==> src/rtl/riscv_pkg.sv <==
// Shared constants for the RISC-V core: widths, PC step and reset values.
package riscv_pkg;
  localparam int XLEN = 32;
  localparam int INSTR_W = 32;
  localparam int PC_STEP = 4;
  localparam logic [31:0] RESET_PC = 32'h0000_0000;
  localparam logic [INSTR_W-1:0] NOP_INSTR = 32'h0000_0013;
endpackage

==> src/rtl/fetch_fifo.sv <==
// Synchronous power-of-two FIFO for the prefetch queue; flush beats push and pop.
module fetch_fifo #(
  parameter int WIDTH = 64,
  parameter int DEPTH = 4,
  localparam int AW = $clog2(DEPTH),
  localparam int CW = AW + 1
) (
  input  logic             clk,
  input  logic             reset,
  input  logic             push,
  input  logic [WIDTH-1:0] push_data,
  input  logic             pop,
  input  logic             flush,
  output logic [CW-1:0]    count,
  output logic [WIDTH-1:0] head_data
);
  logic [WIDTH-1:0] mem_q [DEPTH];
  logic [WIDTH-1:0] mem_d [DEPTH];
  logic [AW-1:0]    rd_ptr_q, rd_ptr_d;
  logic [AW-1:0]    wr_ptr_q, wr_ptr_d;
  logic [CW-1:0]    count_q, count_d;
  logic             pop_eff;

  assign pop_eff   = pop && (count_q != '0);
  assign count     = count_q;
  assign head_data = mem_q[rd_ptr_q];

  always_comb begin
    mem_d    = mem_q;
    rd_ptr_d = rd_ptr_q;
    wr_ptr_d = wr_ptr_q;
    count_d  = count_q;
    if (flush) begin
      rd_ptr_d = '0;
      wr_ptr_d = '0;
      count_d  = '0;
    end else begin
      if (push) begin
        mem_d[wr_ptr_q] = push_data;
        wr_ptr_d        = wr_ptr_q + AW'(1);
      end
      if (pop_eff) rd_ptr_d = rd_ptr_q + AW'(1);
      count_d = count_q + CW'(push) - CW'(pop_eff);
    end
  end

  // Storage is reset too so the head reads as zero while the core is in reset.
  always_ff @(posedge clk or negedge reset) begin
    if (!reset) begin
      for (int i = 0; i < DEPTH; i++) mem_q[i] <= '0;
      rd_ptr_q <= '0;
      wr_ptr_q <= '0;
      count_q  <= '0;
    end else begin
      mem_q    <= mem_d;
      rd_ptr_q <= rd_ptr_d;
      wr_ptr_q <= wr_ptr_d;
      count_q  <= count_d;
    end
  end
endmodule

==> src/rtl/riscv_fetch_unit.sv <==
// Instruction-fetch front end: credit-limited sequential requests, in-order
// response capture into a prefetch queue, and redirect flush with stale-drop.
module riscv_fetch_unit
  import riscv_pkg::*;
#(
  parameter int XLEN = riscv_pkg::XLEN,
  parameter int DEPTH = 4,
  parameter logic [XLEN-1:0] RESET_PC = XLEN'(riscv_pkg::RESET_PC)
) (
  input  logic               clk,
  input  logic               reset,
  output logic               imem_req,
  output logic [XLEN-1:0]    imem_addr,
  input  logic               imem_gnt,
  input  logic               imem_rvalid,
  input  logic [INSTR_W-1:0] imem_rdata,
  input  logic               redirect,
  input  logic [XLEN-1:0]    redirect_pc,
  output logic               if_valid,
  output logic [INSTR_W-1:0] if_instr,
  output logic [XLEN-1:0]    if_pc,
  input  logic               id_ready
);
  localparam int CW = $clog2(DEPTH) + 1;
  localparam int EW = XLEN + INSTR_W;

  logic [XLEN-1:0] fetch_pc_q, fetch_pc_d;
  logic [XLEN-1:0] resp_pc_q, resp_pc_d;
  logic [CW-1:0]   outstanding_q, outstanding_d;
  logic [CW-1:0]   drop_cnt_q, drop_cnt_d;
  logic [CW-1:0]   count;
  logic [CW:0]     credits_used;
  logic [EW-1:0]   head;
  logic [XLEN-1:0] redirect_aligned;
  logic            grant, resp_push, pop;

  // Handshakes: a fetch transfers when imem_req && imem_gnt; an entry moves to
  // decode when if_valid && id_ready; if_* hold while valid and not ready.
  assign credits_used     = {1'b0, count} + {1'b0, outstanding_q};
  assign imem_req         = reset && !redirect && (credits_used < (CW+1)'(DEPTH));
  assign imem_addr        = fetch_pc_q;
  assign grant            = imem_req && imem_gnt;
  assign if_valid         = (count != '0);
  assign pop              = if_valid && id_ready;
  assign resp_push        = imem_rvalid && !redirect && (drop_cnt_q == '0);
  assign redirect_aligned = {redirect_pc[XLEN-1:2], 2'b00};
  assign {if_pc, if_instr} = head;

  always_comb begin
    fetch_pc_d    = fetch_pc_q;
    resp_pc_d     = resp_pc_q;
    outstanding_d = outstanding_q + CW'(grant) - CW'(imem_rvalid);
    drop_cnt_d    = drop_cnt_q;
    if (redirect) begin
      fetch_pc_d = redirect_aligned;
      resp_pc_d  = redirect_aligned;
      drop_cnt_d = outstanding_q - CW'(imem_rvalid);
    end else begin
      if (grant) fetch_pc_d = fetch_pc_q + XLEN'(PC_STEP);
      if (resp_push) resp_pc_d = resp_pc_q + XLEN'(PC_STEP);
      else if (imem_rvalid && (drop_cnt_q != '0)) drop_cnt_d = drop_cnt_q - CW'(1);
    end
  end

  always_ff @(posedge clk or negedge reset) begin
    if (!reset) begin
      fetch_pc_q    <= RESET_PC;
      resp_pc_q     <= RESET_PC;
      outstanding_q <= '0;
      drop_cnt_q    <= '0;
    end else begin
      fetch_pc_q    <= fetch_pc_d;
      resp_pc_q     <= resp_pc_d;
      outstanding_q <= outstanding_d;
      drop_cnt_q    <= drop_cnt_d;
    end
  end

  fetch_fifo #(.WIDTH(EW), .DEPTH(DEPTH)) u_fifo (
    .clk       (clk),
    .reset     (reset),
    .push      (resp_push),
    .push_data ({resp_pc_q, imem_rdata}),
    .pop       (pop),
    .flush     (redirect),
    .count     (count),
    .head_data (head)
  );

  // Credits reserve a slot for every outstanding fetch, so a push never meets a full queue.
  a_no_overflow: assert property (@(posedge clk) disable iff (!reset)
    resp_push |-> (count < CW'(DEPTH)));
endmodule
==> config.mk <==
export PLATFORM = sky130hd
export DESIGN_NAME = riscv_fetch_unit
export DESIGN_NICKNAME = d
export VERILOG_FILES = /design/src/rtl/riscv_pkg.sv /design/src/rtl/fetch_fifo.sv /design/src/rtl/riscv_fetch_unit.sv
export SDC_FILE = /design/constraint.sdc
export NUM_CORES = 1
export LEC_CHECK = 0
export ABC_AREA = 1
export CORE_ASPECT_RATIO = 1.5
export CORE_MARGIN = 5
export CORE_UTILIZATION = 63
export CTS_BUF_LIST = sky130_fd_sc_hd__clkbuf_2 sky130_fd_sc_hd__clkbuf_4 sky130_fd_sc_hd__clkbuf_8
export CTS_CLUSTER_DIAMETER = 150
export DETAILED_ROUTE_END_ITERATION = 10
export GPL_TIMING_DRIVEN = 0
export HOLD_SLACK_MARGIN = 0.06
export PLACE_DENSITY_LB_ADDON = 0.25
export RECOVER_POWER = 50
export REMOVE_ABC_BUFFERS = 1
export SETUP_SLACK_MARGIN = 0.3
export SLEW_MARGIN = 20
export SYNTH_ARGS = -nofsm -noshare
export SYNTH_HDL_FRONTEND = slang
export SYNTH_SLANG_ARGS = --single-unit
==> constraint.sdc <==
create_clock -name clk -period 5.5 [get_ports clk]
set_input_delay 1.1 -clock clk [delete_from_list [all_inputs] [get_ports clk]]
set_output_delay 1.1 -clock clk [all_outputs]
set_load 0.005 [all_outputs]
==> key figures, run 1 <==
Floorplanning
  • FP Rows: 70
  • Starting Density: 64.2%
  • Die ar.: 28,300 sq um
  • Core area: 24,500 sq um
  • Die H: 204 um
  • Die X: 139 um
  • I/O pins: 168

Placed design
  • Routability cong.: 0.908
  • Placed cell areas: 17,300 sq um
  • Input/output buffers: 161
  • Dpl hpwl: 24,800 um

Pwr
  • P_sw: 2.67 mW
  • Cell leakage power: 8.49 nW
  • Switching part of the total: 33.0%
  • Pwr per Cell Area: 442 nW/um^2
  • Clock Power Share: 26.5%
  • Seq pwr share: 41.0%
  • Power share of the combinational group: 32.4%
  • Maximum vdd drop: 0.230 mV
  • Pint: 5.42 mW

Setup path
  • Worst Path Max Fanout: 124
  • Worst EP required: 5930 ps
  • Crit path DAT: 5060 ps
  • CP startpoint kind: input port
  • Crit. End Element: flip-flop
  • Crit Path Category: input port to flip-flop

Clocking
  • CTS buffer count: 47
  • H-tree depth: 2
  • Setup bufs post-CTS: 0
  • Clock Path Buffers: 3
  • Hold-fix buffers at CTS: 0
  • Worst-Skew Late Latency: 590 ps
  • Clk sinks: 321
  • CTS tree: done
  • Root Driver: clkbuf_8
  • Post-cts sizing count: 0
  • Clk slew on worst S/H paths: 70 ps

Detailed routing
  • Post-DR wirelength/cell: 16.7 um
  • Detailed Routing Iterations Pass 1: 5
  • Post-DR vias/cell: 5.77
  • Drt initial violations: 1,220
  • DR vias: 13,708
  • DRT antenna net count: 0
  • Final wirelength: 39,800 um
  • DRC viols: 0

STA
  • Pins over their slew limit: 94
  • Least-Margin Pin Slew: 2230 ps
  • Final number of setup-violating endpoints: 0
  • Max-slew headroom: -48.6%
  • Post-route minimum period: 4620 ps
  • Endpoints failing hold: 0
  • Fmax: 216 MHz
  • RSZ-0062 raised after global routing: no
  • Max Clock Skew: 23.2 ps
  • Fin crit share: 84.1%

Global routing
  • GRT Total Usage: 27.8%
  • Number of global-route vias before repair: 13,439
  • Initial antenna violation count: 0
  • Gr ovfl total: 0
  • First-pass GRT wire length: 65,600 um
  • Largest net degree at the start of global routing: 125

Yosys
  • Main synth FF type: dfrtp_1
  • Syn Area/Cell: 8.25 sq um
  • Register area share after synthesis: 51.1%
  • Synth unique cells: 44
  • Mapped Cells: 1,908
  • Post-synth top area share: 51.1%
  • Count leader, synth: nand2_1
  • Number of flops mapped to enable cells by yosys: 0
  • Post-synthesis register bit count: 321
  • Synth top area cells: dfrtp_1, nand2_1, o21ai_1, o21ai_0, nor2_1
  • Post-synth top cells: nand2_1, dfrtp_1, o21ai_1
  • Ys async rst share: 100%
  • Synthesized area: 15,700 sq um
  • Warnings, synthesis: 0
  • Synth area leader: dfrtp_1

Finish
  • Inserted Diodes: 0
  • Fraction of layout cells with a size suffix above 1: 6.63%
  • Fillers: 1,867
  • Area grow syn2layout: 16.3%
  • Nets@finish: 2,104
  • Final core occ: 74.6%
  • Final Cell Area: 18,300 sq um

Run status
  • Status: finished with violations
  • Failing checks: max-capacitance violations, max-slew violations

Hold path
  • Hold Crit Class: input port to asynchronous set/reset pin

Run
  • Max Cap Viol: 1
routing by layer:
metal	share of wire (%)	vias to the layer above	track usage (%)
met5	0	-	0
met4	3.7	0	11.8
met3	6.2	100	4.32
met2	50	515	47.9
met1	40	6595	35.2
li1	-	6498	-
cell type report:
class | instances | area [sq um] | share of cell area, %
inverter | 138 | 531 | 2.90
clock buffer | 78 | 961 | 5.25
sequential | 321 | 8040 | 44.0
clock inverter | 6 | 111 | 0.609
multi-input combinational | 1340 | 6470 | 35.4
tap | 324 | 405 | 2.22
timing repair buffer | 168 | 1770 | 9.70
final timing paths:
| path | endpoint | slack (ps) | cells past startpoint | start |
|---|---|---|---|---|
| worst max-delay path | u_fifo.mem_q[63]$_DFFE_PN0P_ | 880 | 8 | imem_rvalid |
| worst min-delay path | imem_addr[4]$_DFFE_PN0P_ | 450 | 1 | reset |
| worst max register to register | u_fifo.mem_q[63]$_DFFE_PN0P_ | 1380 | 9 | drop_cnt_q[0]$_DFFE_PN0P_ |
| worst min register to register | u_fifo.mem_q[94]$_DFFE_PN0P_ | 480 | 2 | u_fifo.mem_q[94]$_DFFE_PN0P_ |
| max in group asynchronous | u_fifo.mem_q[207]$_DFFE_PN0P_ | 2460 | 2 | reset |
| min in group clk | u_fifo.mem_q[94]$_DFFE_PN0P_ | 480 | 2 | u_fifo.mem_q[94]$_DFFE_PN0P_ |
worst max-delay path: stages:
cell and delay, ps:
dlygate4sd3_1 620, inv_1 60, nor2_1 670, nand2_1 470
clkinvlp_2 940, nand2_8 710, nand2_1 300, o21ai_2 80
logic make-up after synthesis:
kind of cell | Yosys count | synth area share, %
adders and majority gates | 18 | 1.53
xor gates and xnor gates | 25 | 1.39
DFF | 321 | 51.1
AOI/OAI and AO/OA | 536 | 18.4
other | 1 | 0.0238
buffers and inverters | 250 | 7.81
and+or+nand+nor | 757 | 19.8
cells in the final DEF (no fill, tap or decap), types with 4 or more instances in the layout:
cell,instances
a21oi_1,25
a31oi_1,4
buf_16,5
clkbuf_4,18
clkbuf_8,60
clkdlybuf4s50_1,128
conb_1,4
dfrtp_1,319
dlygate4sd3_1,31
ha_1,16
inv_1,128
inv_2,5
nand2_1,456
nand2_2,5
nand2_8,4
nand3_1,53
nand4_1,9
nor2_1,205
nor2_2,4
nor2_4,5
nor3_1,8
o211ai_1,16
o21ai_0,166
o21ai_1,235
o21ai_2,8
o21bai_1,11
o221ai_1,5
o22ai_1,62
xnor2_1,5
xor2_1,20
registers in the layout (all words and copies together) (netlist names):
name and flops:
u_fifo.mem_q 248, imem_addr 30, resp_pc_q 30, drop_cnt_q 3, outstanding_q 3, u_fifo.count 3, u_fifo.rd_ptr_q 2, u_fifo.wr_ptr_q 2
power groups by stage:
| stage | Combinational (mW) | Sequential (mW) | Clock (mW) |
|---|---|---|---|
| CTS | 2.68 | 3.31 | 2.17 |
| global placement | 2.56 | 3.36 | 0 |
| global route | 2.92 | 3.39 | 2.29 |
| detailed placement | 2.66 | 3.34 | 0 |
| floorplan | 1.42 | 3.25 | 0 |
| finish | 2.62 | 3.32 | 2.15 |
per-stage QoR:
| step | TNS (ps) | power (mW) | setup WS [ps] | std cells | hold slack (ps) |
|---|---|---|---|---|---|
| final | 0 | 8.09 | 876 | 2375 | 448 |
| after global routing | 0 | 8.60 | 829 | 2375 | 498 |
| after CTS | 0 | 8.17 | 1250 | 2375 | 479 |
| after detailed placement | 0 | 6.01 | 1420 | 2291 | 464 |
| after global placement | -3856710 | 5.92 | -10290 | 2284 | 459 |
| after floorplan | -34450 | 4.67 | -556 | 1799 | 448 |
Power figures use the tool's default switching activity.
==> inputs of run 2 (changes only) <==
--- a/config.mk
+++ b/config.mk
@@ -8,7 +8,7 @@
 export ABC_AREA = 1
 export CORE_ASPECT_RATIO = 1.5
 export CORE_MARGIN = 5
-export CORE_UTILIZATION = 63
+export CORE_UTILIZATION = 53
 export CTS_BUF_LIST = sky130_fd_sc_hd__clkbuf_2 sky130_fd_sc_hd__clkbuf_4 sky130_fd_sc_hd__clkbuf_8
 export CTS_CLUSTER_DIAMETER = 150
 export DETAILED_ROUTE_END_ITERATION = 10
==> constraint.sdc (replaced) <==
create_clock -name clk -period 3.85 [get_ports clk]
set_input_delay 0.77 -clock clk [delete_from_list [all_inputs] [get_ports clk]]
set_output_delay 0.77 -clock clk [all_outputs]
set_load 0.005 [all_outputs]
==> key figures, run 2 (synthesized netlist as in run 1, its figures left out) <==
Finish
  • Max reg flops: 248 (unchanged)
  • Most flop-heavy register: u_fifo.mem_q
  • Footprint of the multi-input gates: 6490 sq um (+0.25%)
  • Final core occ: 62.6% (-12 points)
  • Nets@finish: 2,113 (+0.43%)
  • Fillers: 2,630 (+41%)
  • Commonest cells after routing, fill and taps aside: nand2_1, dfrtp_1, o21ai_1
  • Final Cell Area: 18,400 sq um (+0.63%)
  • Inserted Diodes: 0 (unchanged)
  • Commonest non-fill, non-tap cell in the layout: nand2_1
  • Fraction of layout cells with a size suffix above 1: 6.85% (+0.22 points)
  • Area grow syn2layout: 17.0%
  • Flip-flop and latch area: 8040 sq um (unchanged)

Setup path
  • Crit. End Element: output pin
  • Worst Path Max Fanout: 36 (-71%)
  • Crit Path Category: flip-flop to output pin
  • CP top delay family: buffers and inverters
  • CP max-delay cell: dfrtp_4
  • Crit path DAT: 2720 ps (-2340 ps)
  • Cells on worst reg2reg path: 9 (unchanged)
  • Cells along the critical path: clkinv_8 > buf_12 > o21ai_0 > o22ai_1 > clkdlybuf4s50_1
  • Number of buffers and inverters on the critical path: 3 (unchanged)
  • Critical path depth: 5 (-3)
  • Worst EP required: 3080 ps (-2850 ps)
  • CP startpoint kind: flip-flop
  • CP max stage delay: 630 ps (-310 ps)

Detailed routing
  • Post-DR wirelength/cell: 16.8 um (+0.22%)
  • DR vias: 13,602 (-0.77%)
  • DRC viols: 0 (unchanged)
  • Post-DR vias/cell: 5.55 (-3.9%)
  • Final wirelength: 41,200 um (+3.5%)
  • DRT antenna net count: 0 (unchanged)
  • Drt initial violations: 953 (-22%)
  • Detailed Routing Iterations Pass 1: 5 (unchanged)

Placed design
  • Placed cell areas: 17,400 sq um (+0.47%)
  • Routability cong.: 0.944 (+4.0%)
  • Input/output buffers: 161 (unchanged)
  • Dpl hpwl: 25,100 um (+1.2%)

Clocking
  • Clock Path Buffers: 3 (unchanged)
  • Clk slew on worst S/H paths: 70 ps (about the same)
  • Hold-fix buffers at CTS: 0 (unchanged)
  • Clk sinks: 321 (unchanged)
  • CTS tree: done
  • Worst-Skew Late Latency: 590 ps (about the same)
  • Root Driver: clkbuf_8
  • CTS buffer count: 48 (+2.1%)
  • H-tree depth: 2 (unchanged)

STA
  • Max-slew headroom: -63.4% (-15 points)
  • Endpoints failing hold: 0 (unchanged)
  • Post-route minimum period: 3490 ps
  • RSZ-0062 raised after global routing: no
  • Fmax: 286 MHz
  • Least-Margin Pin Slew: 2450 ps (+222 ps)
  • Fin crit share: 90.7%
  • Pins over their slew limit: 201 (+110%)
  • Max Clock Skew: 17.7 ps (-5.49 ps)
  • Final number of setup-violating endpoints: 0 (unchanged)

Floorplanning
  • Die ar.: 33,300 sq um (+18%)
  • Starting Density: 53.5% (-11 points)
  • Die X: 151 um (+8.4%)
  • Die H: 221 um (+8.6%)
  • FP Rows: 77 (+10%)
  • Core area: 29,400 sq um (+20%)
  • I/O pins: 168 (unchanged)

Global routing
  • Largest net degree at the start of global routing: 125 (unchanged)
  • Initial antenna violation count: 0 (unchanged)
  • Gr ovfl total: 0 (unchanged)
  • First-pass GRT wire length: 67,900 um (+3.6%)
  • GRT Total Usage: 24.9% (-2.9 points)
  • Number of global-route vias before repair: 13,512 (+0.54%)

Run
  • Max Cap Viol: 2 (+1)

Run status
  • Failing checks: max-capacitance violations, max-slew violations
  • Status: finished with violations

Pwr
  • Maximum vdd drop: 0.353 mV (+53%)
  • Cell leakage power: 8.52 nW (+0.34%)
  • Pwr per Cell Area: 622 nW/um^2 (+41%)

Hold path
  • Hold Crit Class: input port to asynchronous set/reset pin
run 2: area by class of cell:
class | count | area share, %
Clock inverter | 9 | 0.265
Clock buffer | 73 | 4.98
Inverter | 138 | 3.02
Sequential cell | 321 | 43.7
Tap cell | 395 | 2.68
Timing Repair Buffer | 176 | 10.1
Multi-Input combinational cell | 1340 | 35.2
run 2: power breakdown:
| part | leakage [nW] | total (mW) | switching [mW] | internal [mW] |
|---|---|---|---|---|
| registers | 4.24 | 4.68 | 0.532 | 4.15 |
| logic | 3.75 | 3.95 | 2.04 | 1.91 |
| clock network | 0.524 | 2.81 | 1.30 | 1.51 |
| total | 8.52 | 11.4 | 3.88 | 7.57 |
run 2: worst paths after layout:
| kind | startpoint | endpoint | slack [ps] |
|---|---|---|---|
| worst max-delay path | u_fifo.rd_ptr_q[1]$_DFFE_PN0P_ | if_pc[11] | 360 |
| worst min register to register | u_fifo.mem_q[95]$_DFFE_PN0P_ | u_fifo.mem_q[95]$_DFFE_PN0P_ | 480 |
| worst max register to register | drop_cnt_q[0]$_DFFE_PN0P_ | resp_pc_q[25]$_DFFE_PN0N_ | 860 |
| min in group clk | u_fifo.mem_q[95]$_DFFE_PN0P_ | u_fifo.mem_q[95]$_DFFE_PN0P_ | 480 |
| worst min-delay path | reset | u_fifo.count[0]$_DFF_PN0_ | 110 |
| max in group asynchronous | reset | u_fifo.mem_q[248]$_DFFE_PN0P_ | 1010 |
run 2: metrics by stage:
stage | worst slack (ps) | hold slack [ps] | TNS (ps) | cells | power (mW)
floorplan | -1880 | 448 | -117250 | 1799 | 6.68
global placement | -11830 | 460 | -4806880 | 2355 | 8.51
detailed placement | 90.2 | 463 | 0 | 2362 | 8.61
CTS | 322 | 98.6 | 0 | 2449 | 11.5
global route | 218 | 108 | 0 | 2452 | 12.2
finish | 358 | 107 | 0 | 2452 | 11.4
run 2: layer usage:
| metal | wire (um) | vias to the layer above | global-route usage (%) |
|---|---|---|---|
| met5 | 0 | - | 0 |
| met4 | 1400 | 0 | 9.37 |
| met3 | 2350 | 81 | 3.87 |
| met2 | 20300 | 439 | 41.9 |
| met1 | 17100 | 6565 | 32.5 |
| li1 | - | 6517 | - |
run 2: what timing repair did:
item	CTS	global route
gates cloned	1	0
resized for setup	3	1
setup endpoints to repair	62	8
buffers inserted	4	3
==> inputs of run 3 (changes only) <==
--- a/config.mk
+++ b/config.mk
@@ -17,7 +17,6 @@
 export PLACE_DENSITY_LB_ADDON = 0.25
 export RECOVER_POWER = 50
 export REMOVE_ABC_BUFFERS = 1
-export SETUP_SLACK_MARGIN = 0.3
 export SLEW_MARGIN = 20
 export SYNTH_ARGS = -nofsm -noshare
 export SYNTH_HDL_FRONTEND = slang
==> key figures, run 3 (synthesized netlist as in run 1, its figures left out) <==
Run status
  • Status: finished with violations
  • Failing checks: max-capacitance violations, max-slew violations

Finish
  • Final Cell Area: 18,300 sq um (-0.39%)
  • Inserted Diodes: 0 (unchanged)
  • Area grow syn2layout: 16.5%
  • Nets@finish: 2,108 (-0.24%)
  • Max reg flops: 248 (unchanged)
  • Final core occ: 62.4% (-0.25 points)
  • Commonest non-fill, non-tap cell in the layout: nand2_1
  • Footprint of the multi-input gates: 6490 sq um (unchanged)
  • Fillers: 2,647 (+0.65%)
  • Most flop-heavy register: u_fifo.mem_q
  • Commonest cells after routing, fill and taps aside: nand2_1, dfrtp_1, o21ai_1
  • Fin cells: 2,447 (-0.20%)
  • Fraction of layout cells with a size suffix above 1: 6.63% (-0.23 points)
  • Flip-flop and latch area: 8040 sq um (unchanged)

Detailed routing
  • DRC viols: 0 (unchanged)
  • DRT antenna net count: 0 (unchanged)
  • Post-DR wirelength/cell: 16.6 um (-1.0%)
  • DR vias: 13,481 (-0.89%)
  • Detailed Routing Iterations Pass 1: 5 (unchanged)
  • Post-DR vias/cell: 5.51 (-0.69%)
  • Drt initial violations: 989 (+3.8%)
  • Final wirelength: 40,700 um (-1.2%)

Clocking
  • Clock Path Buffers: 3 (unchanged)
  • CTS tree: done
  • Clk slew on worst S/H paths: 60 ps (about the same)
  • H-tree depth: 2 (unchanged)
  • Hold-fix buffers at CTS: 0 (unchanged)
  • Root Driver: clkbuf_8
  • CTS buffer count: 48 (unchanged)
  • Clk sinks: 321 (unchanged)
  • Worst-Skew Late Latency: 580 ps (about the same)

Hold path
  • Hold Crit Class: input port to asynchronous set/reset pin

Setup path
  • CP top delay family: buffers and inverters
  • Crit path DAT: 2920 ps (+200 ps)
  • Worst Path Max Fanout: 36 (unchanged)
  • Crit Path Category: flip-flop to output pin
  • Cells along the critical path: clkinv_4 > buf_12 > o21ai_0 > o22ai_1 > clkdlybuf4s50_1
  • CP max stage delay: 670 ps (+40 ps)
  • CP startpoint kind: flip-flop
  • Number of buffers and inverters on the critical path: 3 (unchanged)
  • Crit. End Element: output pin
  • CP max-delay cell: dfrtp_4
  • Worst EP required: 3080 ps (about the same)

Placed design
  • Placed cell areas: 17,400 sq um (unchanged)
  • Input/output buffers: 161 (unchanged)
  • Dpl hpwl: 25,100 um (unchanged)
  • Routability cong.: 0.944 (unchanged)
  • Cells after DPL: 2,362 (unchanged)
  • Worst slack at placement: 90.2 ps (unchanged)

STA
  • RSZ-0062 raised after global routing: no
  • Post-route minimum period: 3690 ps (+193 ps)
  • Endpoints failing hold: 0 (unchanged)
  • Fin crit share: 95.7% (+5.0 points)
  • Hold_ws: 106 ps (-1.14 ps)
  • Fmax: 271 MHz (-5.2%)
  • Max Clock Skew: 20.4 ps (+2.69 ps)
  • Pins over their slew limit: 201 (unchanged)
  • Least-Margin Pin Slew: 2420 ps (-27.1 ps)
  • Max-slew headroom: -61.6% (+1.8 points)
  • Final number of setup-violating endpoints: 0 (unchanged)
  • Worst setup margin: 165 ps (-193 ps)

Floorplanning
  • FP Rows: 77 (unchanged)
  • Die ar.: 33,300 sq um (unchanged)
  • Die X: 151 um (unchanged)
  • Starting Density: 53.5% (unchanged)
  • I/O pins: 168 (unchanged)
  • Core area: 29,400 sq um (unchanged)
  • Die H: 221 um (unchanged)

Pwr
  • Cell leakage power: 8.48 nW (-0.53%)
  • Maximum vdd drop: 0.352 mV (-0.30%)
  • Pwr per Cell Area: 620 nW/um^2 (-0.19%)

Global routing
  • Gr ovfl total: 0 (unchanged)
  • Initial antenna violation count: 0 (unchanged)
  • Number of global-route vias before repair: 13,451 (-0.45%)
  • First-pass GRT wire length: 67,100 um (-1.2%)
  • Largest net degree at the start of global routing: 125 (unchanged)
  • GRT Total Usage: 24.5% (-0.41 points)

Run
  • Max Cap Viol: 2 (unchanged)
==> run 3: routing by layer <==
metal / wire, um / up-vias / global-route usage (%)
met3: 2200 / 76 / 3.83
li1: - / 6518 / -
met4: 1290 / 0 / 9.02
met2: 20300 / 415 / 41.1
met5: 0 / - / 0
met1: 16900 / 6472 / 32.1
==> run 3: final timing paths <==
check / start / end / slack, ps / depth (start not counted)
worst max-delay path: u_fifo.rd_ptr_q[1]$_DFFE_PN0P_ / if_pc[11] / 160 / 5
worst min-delay path: reset / outstanding_q[0]$_DFF_PN0_ / 110 / 1
worst max register to register: drop_cnt_q[0]$_DFFE_PN0P_ / resp_pc_q[25]$_DFFE_PN0N_ / 880 / 9
worst min register to register: u_fifo.mem_q[191]$_DFFE_PN0P_ / u_fifo.mem_q[191]$_DFFE_PN0P_ / 480 / 2
max in group asynchronous: reset / u_fifo.mem_q[207]$_DFFE_PN0P_ / 1010 / 2
min in group clk: u_fifo.mem_q[191]$_DFFE_PN0P_ / u_fifo.mem_q[191]$_DFFE_PN0P_ / 480 / 2
==> run 3: metrics by stage <==
| stage | TNS (ps) | power (mW) |
|---|---|---|
| after floorplan | -117250 | 6.68 |
| after global placement | -4806880 | 8.51 |
| after detailed placement | 0 | 8.61 |
| after CTS | 0 | 11.5 |
| after global routing | 0 | 12.2 |
| final | 0 | 11.4 |
==> run 3: area by class of cell <==
| class | instances | share of cell area [%] |
|---|---|---|
| Inverter | 138 | 2.95 |
| Multi-Input combinational cell | 1340 | 35.4 |
| Timing Repair Buffer | 171 | 9.86 |
| Sequential cell | 321 | 43.8 |
| Clock buffer | 73 | 5.00 |
| Clock inverter | 9 | 0.266 |
| Tap cell | 395 | 2.70 |
==> run 3: timing repair <==
item	in CTS	in global routing
gates cloned	0	1
resized for setup	1	1
endpoints found under the setup margin	62	7
setup buffers	2	0
==> run 3: report_power, final <==
part	total, mW	internal [mW]	switching [mW]
sequential	4.70	4.14	0.554
clock	2.81	1.52	1.29
combinational	3.87	1.87	2.00
total	11.4	7.53	3.84
==> patch 1, RTL diff (flow settings as in run 2) <==
`DEPTH` is set to 4 in 2 places; all go to 8.
--- a/src/rtl/fetch_fifo.sv
+++ b/src/rtl/fetch_fifo.sv
@@ -3,3 +3,3 @@
   parameter int WIDTH = 64,
-  parameter int DEPTH = 4,
+  parameter int DEPTH = 8,
   localparam int AW = $clog2(DEPTH),
--- a/src/rtl/riscv_fetch_unit.sv
+++ b/src/rtl/riscv_fetch_unit.sv
@@ -6,3 +6,3 @@
   parameter int XLEN = riscv_pkg::XLEN,
-  parameter int DEPTH = 4,
+  parameter int DEPTH = 8,
   parameter logic [XLEN-1:0] RESET_PC = XLEN'(riscv_pkg::RESET_PC)
Formal check against the unedited RTL: same outputs for any inputs over 4 cycles, from zero or initial values and one cycle with reset low; that may be too few to reach the edited logic, so the function may still have changed.
==> patch 1 against run 2 <==
The run still ends with max-capacitance violations, max-slew violations left. Area after synthesis grew 73%. Final area grew 79%. Sequential cell count grew 253. Non-clock buffer count grew 82. Sequential share of layout area grew 0.070 points. Power grew 70%. Combinational power grew 79%. Setup slack lost 0.074 ns. Critical path depth grew 3. Routed wire length grew 110%. Largest power group is now combinational logic.
==> patch 1: results <==
export IMPL_status="complete, but fails checks"
export IMPL_violations="max-capacitance violations, max-slew violations"
export IMPL_dp_hpwl_mm=44.9
export IMPL_leakage_nw=15.4
export IMPL_tritoncts_num_buffers=87
export IMPL_vdd_drop_max_uv=319
export IMPL_grt_max_degree=111
export IMPL_ys_top_cells_by_area="dfrtp_1, nand2_1, o21ai_0"
export IMPL_synth_compound_area_share_pct=17.2
export IMPL_cp_max_fo=15
export IMPL_regMostFlops="u_fifo.mem_q"
export IMPL_vias=25000
export IMPL_cts_max_level=3
export IMPL_avgRoutedWirePerCell_um=20.6
export IMPL_firstDrtPassIters=6
export IMPL_synthAdderAreaFrac_pct=1.11
export IMPL_layout_drive_gt1_share_pct=9.68
export IMPL_critical_path_arrival_ns=2.80
export IMPL_dp_cells=3964
export IMPL_synth_distinct_cells=38
export IMPL_antenna_found_initial=2
export IMPL_layoutNonFillerInstCount=4181
export IMPL_drt_iter0_drc=2668
export IMPL_synth_commonest_cells="nand2_1, dfrtp_1, o21ai_0, nor2_1, o21ai_1"
export IMPL_ctsLongestPathBuffers=3
export IMPL_clock_root_buffer="clkbuf_8"
export IMPL_post_place_ws_ns=-0.208
export IMPL_ys_seq_area_share_pct=52.8
export IMPL_fillCellCount=4157
export IMPL_synth_xor_area_share_pct=0.708
export IMPL_largest_reg_flops=496
export IMPL_clk_latency_ns=0.66
export IMPL_nets=3546
export IMPL_grt_usage_pct=29.0
export IMPL_grt_first_pass_wirelength_mm=132
export IMPL_finClkSkew_ns=0.0295
export IMPL_slew_viol_final=297
export IMPL_max_cap_viol_count=5
export IMPL_syn_area_per_cell_um2=8.19
export IMPL_synthMuxAreaShare_pct=0
export IMPL_critical_path_max_stage_delay_ns=0.52
export IMPL_tightest_slew_ns=3.08
export IMPL_place_congestion=0.916
-- patch 1: changes by cell type after synthesis, sizes merged, moves of 5 or more --
cell / before / now
nand2: 465 / 920
nor2: 214 / 468
dfrtp: 321 / 574
o21ai: 409 / 652
o32ai: 0 / 124
clkbuf: 41 / 115
o22ai: 62 / 0
buf: 71 / 110
nand3: 53 / 92
o21bai: 11 / 4
ha: 16 / 21
inv: 134 / 139
o221ai: 5 / 0
xor2: 20 / 15
-- patch 1: what timing repair did --
| item | 4_1_cts | 5_1_grt |
|---|---|---|
| setup endpoints to repair | 63 | 61 |
| hold buffers | 2 | 0 |
| buffers inserted | 15 | 15 |
| gates cloned | 24 | 13 |
| pin swaps | 1 | 4 |
| gates resized for setup | 46 | 86 |
| endpoints found under the hold margin | 57 | 0 |
-- patch 1: area by class of cell --
type	instances	area [um2]	area share, %
clock inverters	15	134	0.407
diodes	1	2.50	0.00762
flip-flops and latches	574	14400	43.7
multi-input cells	2386	11600	35.3
repair buffers	258	3540	10.8
repair inverters	5	104	0.316
inverters	141	578	1.76
well taps	669	837	2.55
clock buffers	132	1690	5.13
-- patch 1: path summary, 6_finish.rpt --
path / start / to / slack, ns / cells after the start
max: u_fifo.rd_ptr_q[0] / if_pc[10] / 0.28 / 8
min in group clk: u_fifo.mem_q[126] / u_fifo.mem_q[126] / 0.48 / 2
min reg2reg: u_fifo.mem_q[126] / u_fifo.mem_q[126] / 0.48 / 2
max reg2reg: drop_cnt_q[0] / u_fifo.mem_q[48] / 0.65 / 10
max in group asynchronous: reset / u_fifo.mem_q[376] / 0.67 / 6
min: reset / u_fifo.rd_ptr_q[0] / 0.08 / 2
-- patch 1: routing by layer --
layer  GRT usage [%]  wire, um  vias up
met5               0        13        -
met4            14.2      4100        2
met3            4.64      7230      276
met2            48.2     41400     1359
met1            37.2     33400    12100
li1                -         -    11300
-- patch 1: cells by family (layout without fill, tap and decap cells) --
family / after synthesis / in the layout
AOI/OAI and AO/OA: 829 / 829
xor gates and xnor gates: 22 / 22
adders and majority gates: 23 / 23
buffers and inverters: 366 / 551
DFF: 574 / 574
other: 1 / 5
and+or+nand+nor: 1508 / 1508
-- patch 1: power by group --
group	switching (mW)	internal, mW
Clock	2.36	2.91
Sequential	0.466	6.61
Combinational	3.90	3.18
Total	6.72	12.7
-- patch 1: stage by stage --
step	power, mW	area, um2	utilization, %	setup TNS, ns	hold WS, ns
2_1_floorplan	10.3	26000	-	-279.47	0.448
3_3_place_gp	12.6	28500	56.0	-	0.464
3_5_place_dp	12.6	29300	57.7	-21.53	0.473
4_1_cts	18.8	32200	63.3	0	0.0777
5_1_grt	20.4	32900	64.7	0	0.0630
6_report	19.4	32900	64.7	0	0.0778
==> patch 2, RTL diff (flow settings as in run 2) <==
Without the edit above. Make the reset (`reset`) synchronous in 2 clocked blocks.
--- a/src/rtl/fetch_fifo.sv
+++ b/src/rtl/fetch_fifo.sv
@@ -47,3 +47,3 @@
   // Storage is reset too so the head reads as zero while the core is in reset.
-  always_ff @(posedge clk or negedge reset) begin
+  always_ff @(posedge clk) begin
     if (!reset) begin
--- a/src/rtl/riscv_fetch_unit.sv
+++ b/src/rtl/riscv_fetch_unit.sv
@@ -64,3 +64,3 @@
 
-  always_ff @(posedge clk or negedge reset) begin
+  always_ff @(posedge clk) begin
     if (!reset) begin
Formal check against the unedited RTL: differs if reset is asserted again (counterexample within 4 cycles, from zero or initial values and one cycle with reset low); with reset held inactive, the same outputs for 4 cycles.
==> patch 2 against run 2 <==
Clock skew is 0.011 ns higher. Sequential cell count stayed put. Final area is 1.2% higher. Count of clock-buffer cells in the layout is 6 higher. Synthesized cell count is 20% higher. Routed wire length is 19% higher. Global-route usage is 3.8 points higher. Setup slack worse by 0.088 ns. Area after synthesis is 0.73% lower. Highest routed layer unchanged.
Power is not compared: it rests on default switching activity, and its combinational part moved more than twofold at a synthesized area within 25%.
==> patch 2: results <==
export IMPL_tightest_slew_ns=1.40
export IMPL_drt_iter0_drc=1436
export IMPL_synth_xor_area_share_pct=0.841
export IMPL_ys_seq_area_share_pct=41.1
export IMPL_slowest_stage="clkdlybuf4s50_1"
export IMPL_synthMuxAreaShare_pct=0
export IMPL_grt_usage_pct=28.7
export IMPL_fillCellCount=2729
export IMPL_slew_viol_final=0
export IMPL_synth_commonest_cells="nand2_1, nand3_1, dfxtp_1, a21oi_1, nor2_1"
export IMPL_synth_distinct_cells=34
export IMPL_synth_compound_area_share_pct=18.6
export IMPL_critical_path_max_stage_delay_ns=0.55
export IMPL_place_area_mm2=0.0174
export IMPL_cp_max_fo=44
export IMPL_place_congestion=0.942
export IMPL_nets=2432
export IMPL_grt_pass1_vias=15500
export IMPL_status="completed"
export IMPL_hold_path_class="reg2reg"
export IMPL_firstDrtPassIters=6
export IMPL_synthToLayoutAreaGrowth_pct=19.3
export IMPL_tritoncts_num_buffers=50
export IMPL_critical_path_arrival_ns=2.81
export IMPL_ys_warn_count=0
export IMPL_drt_wl_total_mm=49.2
export IMPL_synthAdderAreaFrac_pct=1.54
export IMPL_layout_drive_gt1_share_pct=6.18
export IMPL_grt_first_pass_wirelength_mm=78.0
-- patch 2: cell count changes after synthesis, moves of 71 or more --
cell	change
a21oi_1	+286
dfxtp_1	+321
o21ai_1	-235
clkbuf_1	+71
dfrtp_1	-321
nand3_1	+277
-- patch 2: layer usage --
| metal | global-route usage, % | routed length, um | vias to the layer above |
|---|---|---|---|
| met4 | 13.1 | 1920 | 0 |
| met3 | 4.22 | 3670 | 138 |
| li1 | - | - | 7754 |
| met1 | 35.4 | 19400 | 7688 |
| met5 | 0 | 0 | - |
| met2 | 49.6 | 24200 | 737 |
-- patch 2: metrics by stage --
stage          hold slack (ns)  total power, mW  TNS [ns]  std cells  setup WS, ns
2_1_floorplan            0.437             4.12  -2574.14       2100         -9.55
3_3_place_gp             0.445             4.59  -5613.32       2656        -20.06
3_5_place_dp             0.449             4.66    -0.277       2679        -0.242
4_1_cts                  0.458             7.75         0       2774         0.378
5_1_grt                  0.471             8.00         0       2775         0.154
6_report                 0.458             7.71         0       2775         0.271
-- patch 2: repair_timing --
action | 4_1_cts | 5_1_grt
resized for setup | 2 | 0
setup endpoints to repair | 63 | 12
pin swaps | 0 | 0
buffers inserted | 5 | 1
gates cloned | 2 | 0
endpoints found under the hold margin | 0 | 0
-- patch 2: area by class of cell --
type                    count  share of cell area, %
clock buffers              79                   5.23
clock inverters             9                  0.557
inverters                 108                   2.30
multi-input cells        1671                   42.6
flip-flops and latches    321                   34.5
well taps                 395                   2.65
repair buffers            192                   12.2
-- patch 2: worst paths after layout --
path	startpoint	to	slack, ns	cells after the start
max reg2reg	drop_cnt_q[0]	u_fifo.mem_q[112]	0.47	15
min	u_fifo.mem_q[117]	u_fifo.mem_q[117]	0.46	2
min reg2reg	u_fifo.mem_q[117]	u_fifo.mem_q[117]	0.46	2
max	redirect	imem_req	0.27	6
